**config.mk**
```make
export PLATFORM = sky130hd
export DESIGN_NAME = vga_cpu_arbiter
export DESIGN_NICKNAME = d
export VERILOG_FILES = /design/src/rtl/vga_cpu_arbiter.sv
export SDC_FILE = /design/constraint.sdc
export NUM_CORES = 1
export LEC_CHECK = 0
export CORE_MARGIN = 2
export CORE_UTILIZATION = 45
export CTS_CLUSTER_DIAMETER = 100
export DETAILED_ROUTE_END_ITERATION = 8
export PLACE_DENSITY = 0.7
export SYNTH_ARGS = -nofsm -noshare
export SYNTH_HDL_FRONTEND = slang
export SYNTH_SLANG_ARGS = --single-unit
```
**constraint.sdc**
```tcl
create_clock -name clock -period 3.55 [get_ports clock]
set_input_delay 0.5325 -clock clock [delete_from_list [all_inputs] [get_ports clock]]
set_output_delay 0.5325 -clock clock [all_outputs]
set_load 0.01 [all_outputs]
```
**src/rtl/vga_cpu_arbiter.sv**
```systemverilog
// Fits CPU accesses to VGA RAM into clock windows free of video fetches, holding the CPU
// on rdy until one access has run to completion without a fetch landing inside it.
//
// state  | meaning
// IDLE   | no CPU cycle in progress
// WAIT   | CPU request latched, waiting for a clock with no fetch pending
// ACCESS | CPU owns the RAM, cnt counts 0..ACCESS_CYCLES-1
// DONE   | access complete, rdy released until the CPU drops _vga_mem
module vga_cpu_arbiter #(
  parameter int ACCESS_CYCLES = 4,
  parameter int SYNC_STAGES   = 2,
  parameter int RETRY_WIDTH   = 4
) (
  input  logic                   clock,
  input  logic                   _reset,
  input  logic                   _vga_mem,
  input  logic                   _rd,
  input  logic                   _wr,
  input  logic [1:0]             addr,
  input  logic                   _bhe,
  input  logic                   fetch_pending,
  output logic                   rdy,
  output logic                   _cpu_ram_addr,
  output logic [3:0]             _cpu_ram,
  output logic [3:0]             _cs_ram_cpu,
  output logic [3:0]             _we_ram,
  output logic                   cpu_ram_dir,
  output logic                   rd_latch,
  output logic [RETRY_WIDTH-1:0] retries
);

  localparam int CW = $clog2(ACCESS_CYCLES);
  localparam logic [CW-1:0] CNT_LAST    = CW'(ACCESS_CYCLES - 1);
  localparam logic [CW-1:0] CNT_WE_LAST = CW'(ACCESS_CYCLES - 2);

  typedef enum logic [1:0] {IDLE, WAIT, ACCESS, DONE} state_t;

  state_t                 state_q, state_d;
  logic [CW-1:0]          cnt_q, cnt_d;
  logic [SYNC_STAGES-1:0] vm_sync_q, vm_sync_d;
  logic [SYNC_STAGES-1:0] rd_sync_q, rd_sync_d;
  logic [SYNC_STAGES-1:0] wr_sync_q, wr_sync_d;
  logic [3:0]             lane_q, lane_d;
  logic [3:0]             pair_q, pair_d;
  logic                   write_q, write_d;
  logic                   done_q, done_d;
  logic [RETRY_WIDTH-1:0] retries_q, retries_d;
  logic                   cpu_ram_addr_n_q, cpu_ram_addr_n_d;
  logic [3:0]             cpu_ram_n_q, cpu_ram_n_d;
  logic [3:0]             cs_n_q, cs_n_d;
  logic [3:0]             we_n_q, we_n_d;
  logic                   dir_q, dir_d;
  logic                   rd_latch_q, rd_latch_d;

  logic vm_s, rd_s, wr_s, req, in_access;

  assign vm_s = vm_sync_q[SYNC_STAGES-1];
  assign rd_s = rd_sync_q[SYNC_STAGES-1];
  assign wr_s = wr_sync_q[SYNC_STAGES-1];
  assign req  = ~vm_s & (~rd_s | ~wr_s);

  always_comb begin
    vm_sync_d = {vm_sync_q[SYNC_STAGES-2:0], _vga_mem};
    rd_sync_d = {rd_sync_q[SYNC_STAGES-2:0], _rd};
    wr_sync_d = {wr_sync_q[SYNC_STAGES-2:0], _wr};
    state_d   = state_q;
    cnt_d     = cnt_q;
    lane_d    = lane_q;
    pair_d    = pair_q;
    write_d   = write_q;
    retries_d = retries_q;

    if (state_q != IDLE && vm_s) begin
      state_d = IDLE;
    end else begin
      case (state_q)
        IDLE: if (req) begin
          state_d = WAIT;
          pair_d  = addr[1] ? 4'b1100 : 4'b0011;
          lane_d  = addr[1] ? {~_bhe, ~addr[0], 2'b00} : {2'b00, ~_bhe, ~addr[0]};
          write_d = ~wr_s & rd_s;
        end
        WAIT: if (!fetch_pending) begin
          state_d = ACCESS;
          cnt_d   = '0;
        end
        ACCESS: begin
          if (cnt_q == CNT_LAST) begin
            state_d = DONE;
          end else if (fetch_pending) begin
            // Fetch owns the next clock: back off and replay from cnt 0.
            state_d = WAIT;
            cnt_d   = '0;
            if (retries_q != '1) retries_d = retries_q + 1'b1;
          end else begin
            cnt_d = cnt_q + 1'b1;
          end
        end
        default: ;
      endcase
    end

    done_d    = (state_d == DONE);
    in_access = (state_d == ACCESS);

    // Outputs are computed from the next state so they are registered and align with state_q.
    cpu_ram_addr_n_d = ~in_access;
    cpu_ram_n_d      = in_access ? ~pair_q : 4'hF;
    cs_n_d           = in_access ? ~lane_q : 4'hF;
    we_n_d           = (in_access && write_q && cnt_d != '0 && cnt_d <= CNT_WE_LAST) ? ~lane_q : 4'hF;
    dir_d            = in_access ? write_q : dir_q;
    rd_latch_d       = in_access && !write_q && cnt_d == CNT_LAST;
  end

  always_ff @(posedge clock or negedge _reset) begin
    if (!_reset) begin
      state_q          <= IDLE;
      cnt_q            <= '0;
      vm_sync_q        <= '1;
      rd_sync_q        <= '1;
      wr_sync_q        <= '1;
      lane_q           <= '0;
      pair_q           <= '0;
      write_q          <= 1'b0;
      done_q           <= 1'b0;
      retries_q        <= '0;
      cpu_ram_addr_n_q <= 1'b1;
      cpu_ram_n_q      <= 4'hF;
      cs_n_q           <= 4'hF;
      we_n_q           <= 4'hF;
      dir_q            <= 1'b0;
      rd_latch_q       <= 1'b0;
    end else begin
      state_q          <= state_d;
      cnt_q            <= cnt_d;
      vm_sync_q        <= vm_sync_d;
      rd_sync_q        <= rd_sync_d;
      wr_sync_q        <= wr_sync_d;
      lane_q           <= lane_d;
      pair_q           <= pair_d;
      write_q          <= write_d;
      done_q           <= done_d;
      retries_q        <= retries_d;
      cpu_ram_addr_n_q <= cpu_ram_addr_n_d;
      cpu_ram_n_q      <= cpu_ram_n_d;
      cs_n_q           <= cs_n_d;
      we_n_q           <= we_n_d;
      dir_q            <= dir_d;
      rd_latch_q       <= rd_latch_d;
    end
  end

  assign rdy           = ~_reset | _vga_mem | done_q;
  assign _cpu_ram_addr = cpu_ram_addr_n_q;
  assign _cpu_ram      = cpu_ram_n_q;
  assign _cs_ram_cpu   = cs_n_q;
  assign _we_ram       = we_n_q;
  assign cpu_ram_dir   = dir_q;
  assign rd_latch      = rd_latch_q;
  assign retries       = retries_q;

endmodule

```
==> run_results.csv, run 1 <==
group,metric,value,unit
run_status,status,"complete, no violations",
yosys,async_flop_share,100,%
yosys,synth_top_cell_by_area,"dfrtp_1",
global_routing,grt_pass1_vias,949,
setup_path,crit_fanout,2,
timing,setup_viol,0,
detailed_routing,via_count,991,
yosys,synth_area_per_cell,12.8,µm²
clocking,cts-buffers-inserted,5,
setup_path,worst_ep_required_time,3.02,ns
pwr,netSwitchingPower,0.000487,W
global_routing,antenna_found_initial,0,
detailed_routing,drc,0,
yosys,post_synth_instance_area,1560,µm²
die,die_w,62.9,µm
pwr,sequentialPowerShare,43.9,%
yosys,synth_warnings,0,
placed_design,dp_hpwl,1850,µm
timing,finClkSkew,0.00705,ns
timing,final.period_utilization,71.3,%
clocking,cts_tree,"yes",
timing,finalSetupTns,0,ns
global_routing,grt_first_pass_wirelength,4210,µm
placed_design,io_buffers,28,
final_layout,drive_gt1_share,25.8,%
clocking,cts_resized,0,
die,ios,29,
global_routing,grt_start_max_net_pins,36,
clocking,cts.sinks,35,
setup_path,crit_arrival,2.00,ns
detailed_routing,final_antenna_net_count,0,
timing,max_freq,395,MHz
clocking,clock_tree.root_cell,"clkbuf_4",
yosys,ys_seq_elements,35,
die,initial_core_util,46.8,%
final_layout,post-route-util,57.9,%
die,rows,21,
timing,whs,0.361,ns
final_layout,num_antenna_cells,0,
pwr,ir_worst_vdd,0.000436,V
pwr,power_density,700,nW/µm²
timing,final-max-slew-violation-count,0,
clocking,post_cts_buffers,0,
placed_design,gp_congestion,0.730,
die,dieHeight,62.9,µm
clocking,clk_latency,0.33,ns
clocking,htreeDepth,2,
timing,max-slew-margin-rel,73.0,%
yosys,synth_area_leaders,"dfrtp_1 29%, dfstp_2 29%, ha_1 4.8%",
global_routing,grt_overflow,0,
timing,fin_crit,2.53,ns
final_layout,syn_to_final_growth,23.6,%
yosys,synth_edf_count,0,
clocking,hold_buffers,0,
placed_design,dpl_worst_slack,1.01,ns
setup_path,worstSetupStartpointType,"input pin",
pwr,p_sw_share,36.0,%
timing,worstMarginPinSlew,0.405,ns
timing,rsz0062_at_grt,"false",
pwr,p_comb_share,41.1,%
yosys,synth.most_common_cell,"dfrtp_1",
pwr,power.total,0.00135,W
pwr,p_leak,0.824,nW
yosys,synth_seq_area_share,57.4,%
yosys,synthTopCellsByCount,"18 x dfrtp_1, 17 x dfstp_2, 17 x nand2_1",
flow_run,max_cap_viol_count,0,
pwr,internal_power,0.000865,W
clocking,clk_path_buf_depth,2,
yosys,synth_cell_type_count,40,
setup_path,crit_type,"in -> out",
detailed_routing,avgViaCountPerCell,4.93,
die,die_area,3960,µm²
pwr,clkPwrFrac,15.0,%
global_routing,track_usage,14.0,%
detailed_routing,wl,2450,µm
final_layout,nNetsFinal,169,
timing,hold_viol_final,0,
setup_path,endpoint_kind,"output pin",
yosys,syn_nets,137,
die,coreArea,3340,µm²
detailed_routing,dr.pass1.iters,4,
yosys,ys.flop_type,"dfrtp_1",
yosys,yosys.area.top_type_share,28.8,%
clocking,clk_pin_slew_worst_paths,0.09,ns
timing,fin_ws,1.02,ns
min_path,hold_path_class,"reg -> reg",
detailed_routing,drt_iter0_drc,22,
detailed_routing,wl_per_cell,12.2,µm
yosys,synth_cells,122,
==> final timing paths <==
check | depth (start not counted) | from | slack (ns) | to
worst max-delay path | 3 | _reset | 1.02 | rdy
worst min-delay path | 0 | rd_sync_q[0] | 0.36 | rd_sync_q[1]
worst max register to register | 7 | state_q[0] | 1.51 | cpu_ram_dir
worst min register to register | 0 | rd_sync_q[0] | 0.36 | rd_sync_q[1]
max in group asynchronous | 2 | _reset | 2.53 | wr_sync_q[0]
min in group asynchronous | 2 | _reset | 0.69 | lane_q[1]
==> placed cells by master (no fill, tap or decap), drive strengths merged, types with 3 or more instances in the layout <==
master         count
nand2             17
ha                 6
xnor2              3
inv                6
nor3b              3
nand2b             7
dfstp             17
nand4              5
nor2               7
dfrtp             18
clkdlybuf4s50     28
clkbuf             6
a21oi              4
==> cells by family after synthesis <==
kind of cell / after synthesis / synth area share, %
muxes: 2 / 1.68
buffers and inverters: 10 / 3.36
AOI/OAI and AO/OA: 15 / 9.77
and+or+nand+nor: 50 / 20.3
adders and majority gates: 6 / 4.80
xor gates and xnor gates: 4 / 2.72
DFF: 35 / 57.4
==> critical path, cell delays in order <==
cell	delay, ns
clkdlybuf4s50_1	0.52
or3b_2	0.46
clkdlybuf4s50_1	0.49
==> power by group through the flow <==
| stage | logic (W) | clock network, W | registers (W) |
|---|---|---|---|
| after global placement | 0.000546 | 0 | 0.000595 |
| after floorplan | 0.000392 | 0 | 0.000604 |
| after detailed placement | 0.000562 | 0 | 0.000603 |
| after global routing | 0.000607 | 0.000236 | 0.000610 |
| after CTS | 0.000563 | 0.000213 | 0.000596 |
| final | 0.000556 | 0.000203 | 0.000593 |
==> registers in the layout, summed over array words and instances (netlist names), 4 cells and up <==
signal,cells
retries,4
_we_ram,4
_cs_ram_cpu,4
lane_q,4
==> routing by layer <==
layer  GRT usage (%)  wire [µm]
met3            3.78         94
met2            23.0       1260
met4            7.50         46
met5               0          0
met1            16.8       1050
==> stage by stage <==
stage / area, µm² / cells
finish: 1930 / 201
global route: 1930 / 201
CTS: 1930 / 201
detailed placement: 1880 / 193
global placement: 1880 / 193
floorplan: 1560 / 122
==> layout make-up <==
type | count | area [µm²]
fill | 289 | 1410
sequential | 35 | 897
multi-input combinational | 77 | 613
timing repair buffer | 29 | 288
tap | 46 | 57.6
clock buffer | 6 | 41.3
inverter | 6 | 22.5
clock inverter | 2 | 12.5
Note: power is estimated with default switching activity, not from simulation.
==> inputs of run 2 (changes only) <==
- PLACE_DENSITY: 0.7 -> 0.73
- clock period: 3.55 -> 2.28 ns (I/O delays scaled with it)
==> run 2 against run 1 <==
  * Cell count did not move
  * Sequential power up 56%
  * First-iteration DRC count increased by 27%
  * Final area increased by 0.32%
  * Largest power group unchanged
  * Highest routed layer unchanged
==> run_results.csv, run 2 (synthesis results as in run 1) <==
group,metric,value,unit
pwr,p_sw_share,35.5,%
pwr,sequentialPowerShare,43.3,%
pwr,p_leak,0.831,nW
global_routing,grt_first_pass_wirelength,4340,µm
flow_run,max_cap_viol_count,0,
timing,finalSetupTns,0,ns
clocking,cts_tree,"yes",
timing,final-max-slew-violation-count,0,
setup_path,critical-path-top-delay-family,"simple AND/OR/NAND/NOR gates",
placed_design,io_buffers,28,
timing,max_freq,478,MHz
global_routing,grt_start_max_net_pins,36,
detailed_routing,drt_iter0_drc,28,
detailed_routing,wl_per_cell,12.5,µm
pwr,clkPwrFrac,15.8,%
timing,hold_viol_final,0,
final_layout,seqCellArea,897,µm²
detailed_routing,via_count,984,
setup_path,crit_arrival,2.31,ns
final_layout,layout_common_cells,"28 x clkdlybuf4s50_1, 18 x dfrtp_1, 17 x nand2_1, 17 x dfstp_2",
final_layout,final.fill_count,278,
min_path,worstHoldStart,"rd_sync_q[0]",
setup_path,crit_fanout,13,
clocking,cts-buffers-inserted,5,
clocking,cts_resized,0,
timing,final.period_utilization,91.7,%
setup_path,critPathBufInv,1,
pwr,ir_worst_vdd,0.000536,V
die,die_area,3960,µm²
detailed_routing,dr.pass1.iters,4,
detailed_routing,avgViaCountPerCell,4.90,
global_routing,grt_pass1_vias,957,
min_path,hold_path_depth,0,
clocking,hold_buffers,0,
die,die_w,62.9,µm
final_layout,num_antenna_cells,0,
timing,finClkSkew,0.00769,ns
detailed_routing,final_antenna_net_count,0,
timing,setup_viol,0,
timing,worstMarginPinSlew,0.399,ns
die,ios,29,
setup_path,worstSetupStartpointType,"flop",
setup_path,r2r_setup_slack,0.19,ns
final_layout,layout_commonest_cell,"clkdlybuf4s50_1",
die,rows,21,
die,initial_core_util,46.8,%
run_status,status,"complete, no violations",
timing,rsz0062_at_grt,"false",
global_routing,antenna_found_initial,0,
placed_design,gp_congestion,0.831,
pwr,p_comb_share,40.9,%
die,dieHeight,62.9,µm
min_path,min_to,"rd_sync_q[1]",
pwr,power_density,1100,nW/µm²
final_layout,syn_to_final_growth,24.0,%
clocking,clock_tree.root_cell,"clkbuf_4",
pwr,internal_power,0.00138,W
global_routing,grt_overflow,0,
placed_design,dp_hpwl,1870,µm
die,coreArea,3340,µm²
timing,whs,0.356,ns
setup_path,reg2reg_depth,7,
clocking,clk_pin_slew_worst_paths,0.10,ns
timing,max-slew-margin-rel,73.4,%
setup_path,worstReg2RegStart,"state_q[0]",
setup_path,endpoint_kind,"flop",
setup_path,critPathMaxStageDelay,0.43,ns
setup_path,r2r_end,"cpu_ram_dir",
timing,fin_crit,2.09,ns
setup_path,worst_ep_required_time,2.50,ns
setup_path,cp_slowest_cell,"dfrtp_1",
detailed_routing,drc,0,
global_routing,track_usage,14.6,%
setup_path,crit_type,"reg -> reg",
detailed_routing,wl,2510,µm
clocking,cts.sinks,35,
clocking,clk_latency,0.33,ns
setup_path,path_cells,"inv_1 > ha_1 > nand2b_2 > nor3b_2 > o32a_4 > nor2_8 > mux2_4",
clocking,htreeDepth,2,
clocking,post_cts_buffers,0,
final_layout,multi_input_area,613,µm²
final_layout,drive_gt1_share,25.8,%
pwr,netSwitchingPower,0.000756,W
clocking,clk_path_buf_depth,2,
final_layout,nNetsFinal,169,
min_path,hold_path_class,"reg -> reg",
-- run 2: changes by cell type in the layout (fill, tap and decap cells not counted) --
cell / change
clkbuf_8: +1
clkinvlp_4: -1
-- run 2: metal layers --
metal	routed length, µm	part of all wire, %	GRT usage [%]
met4	68	2.7	8.33
met5	0	0	0
met2	1330	53	24.7
met3	79	3.1	3.78
met1	1030	41	16.6
-- run 2: worst register-to-register path, cell delays in order (launching register included) --
cell      delay, ns
dfrtp_1        0.43
inv_1          0.09
ha_1           0.31
nand2b_2       0.16
nor3b_2        0.06
o32a_4         0.40
nor2_8         0.22
mux2_4         0.31
-- run 2: how the worst max path moves through the flow --
stage / slack (ns) / cells past startpoint / end / startpoint
after floorplan: 0.45 / 7 / cpu_ram_dir / state_q[0]
after global placement: 0.19 / 3 / rdy / _reset
after detailed placement: 0.17 / 6 / cpu_ram_dir / fetch_pending
after CTS: 0.18 / 3 / rdy / _reset
after global routing: 0.09 / 7 / cpu_ram_dir / state_q[0]
final: 0.19 / 7 / cpu_ram_dir / state_q[0]
-- run 2: per-stage QoR --
stage | area (µm²) | utilization, % | std cells | power, W | setup WS [ns]
after global placement | 1880 | 56.3 | 193 | 0.00177 | 0.188
after global routing | 1940 | 58.1 | 201 | 0.00228 | 0.0899
after floorplan | 1560 | - | 122 | 0.00155 | 0.445
after CTS | 1940 | 58.1 | 201 | 0.00216 | 0.185
after detailed placement | 1880 | 56.3 | 193 | 0.00181 | 0.168
final | 1940 | 58.1 | 201 | 0.00213 | 0.190
-- run 2: power by group through the flow --
stage / clock (W) / combinational [W] / sequential, W
finish: 0.000337 / 0.000872 / 0.000923
global route: 0.000382 / 0.000954 / 0.000948
CTS: 0.000351 / 0.000882 / 0.000925
detailed placement: 0 / 0.000878 / 0.000937
global placement: 0 / 0.000846 / 0.000923
floorplan: 0 / 0.000610 / 0.000941
-- run 2: layout make-up --
| cell class | instances | area share (%) |
|---|---|---|
| Tap cell | 46 | 2.97 |
| Sequential cell | 35 | 46.3 |
| Timing Repair Buffer | 29 | 14.8 |
| Multi-Input combinational cell | 77 | 31.6 |
| Inverter | 6 | 1.16 |
| Clock buffer | 7 | 2.84 |
| Clock inverter | 1 | 0.258 |
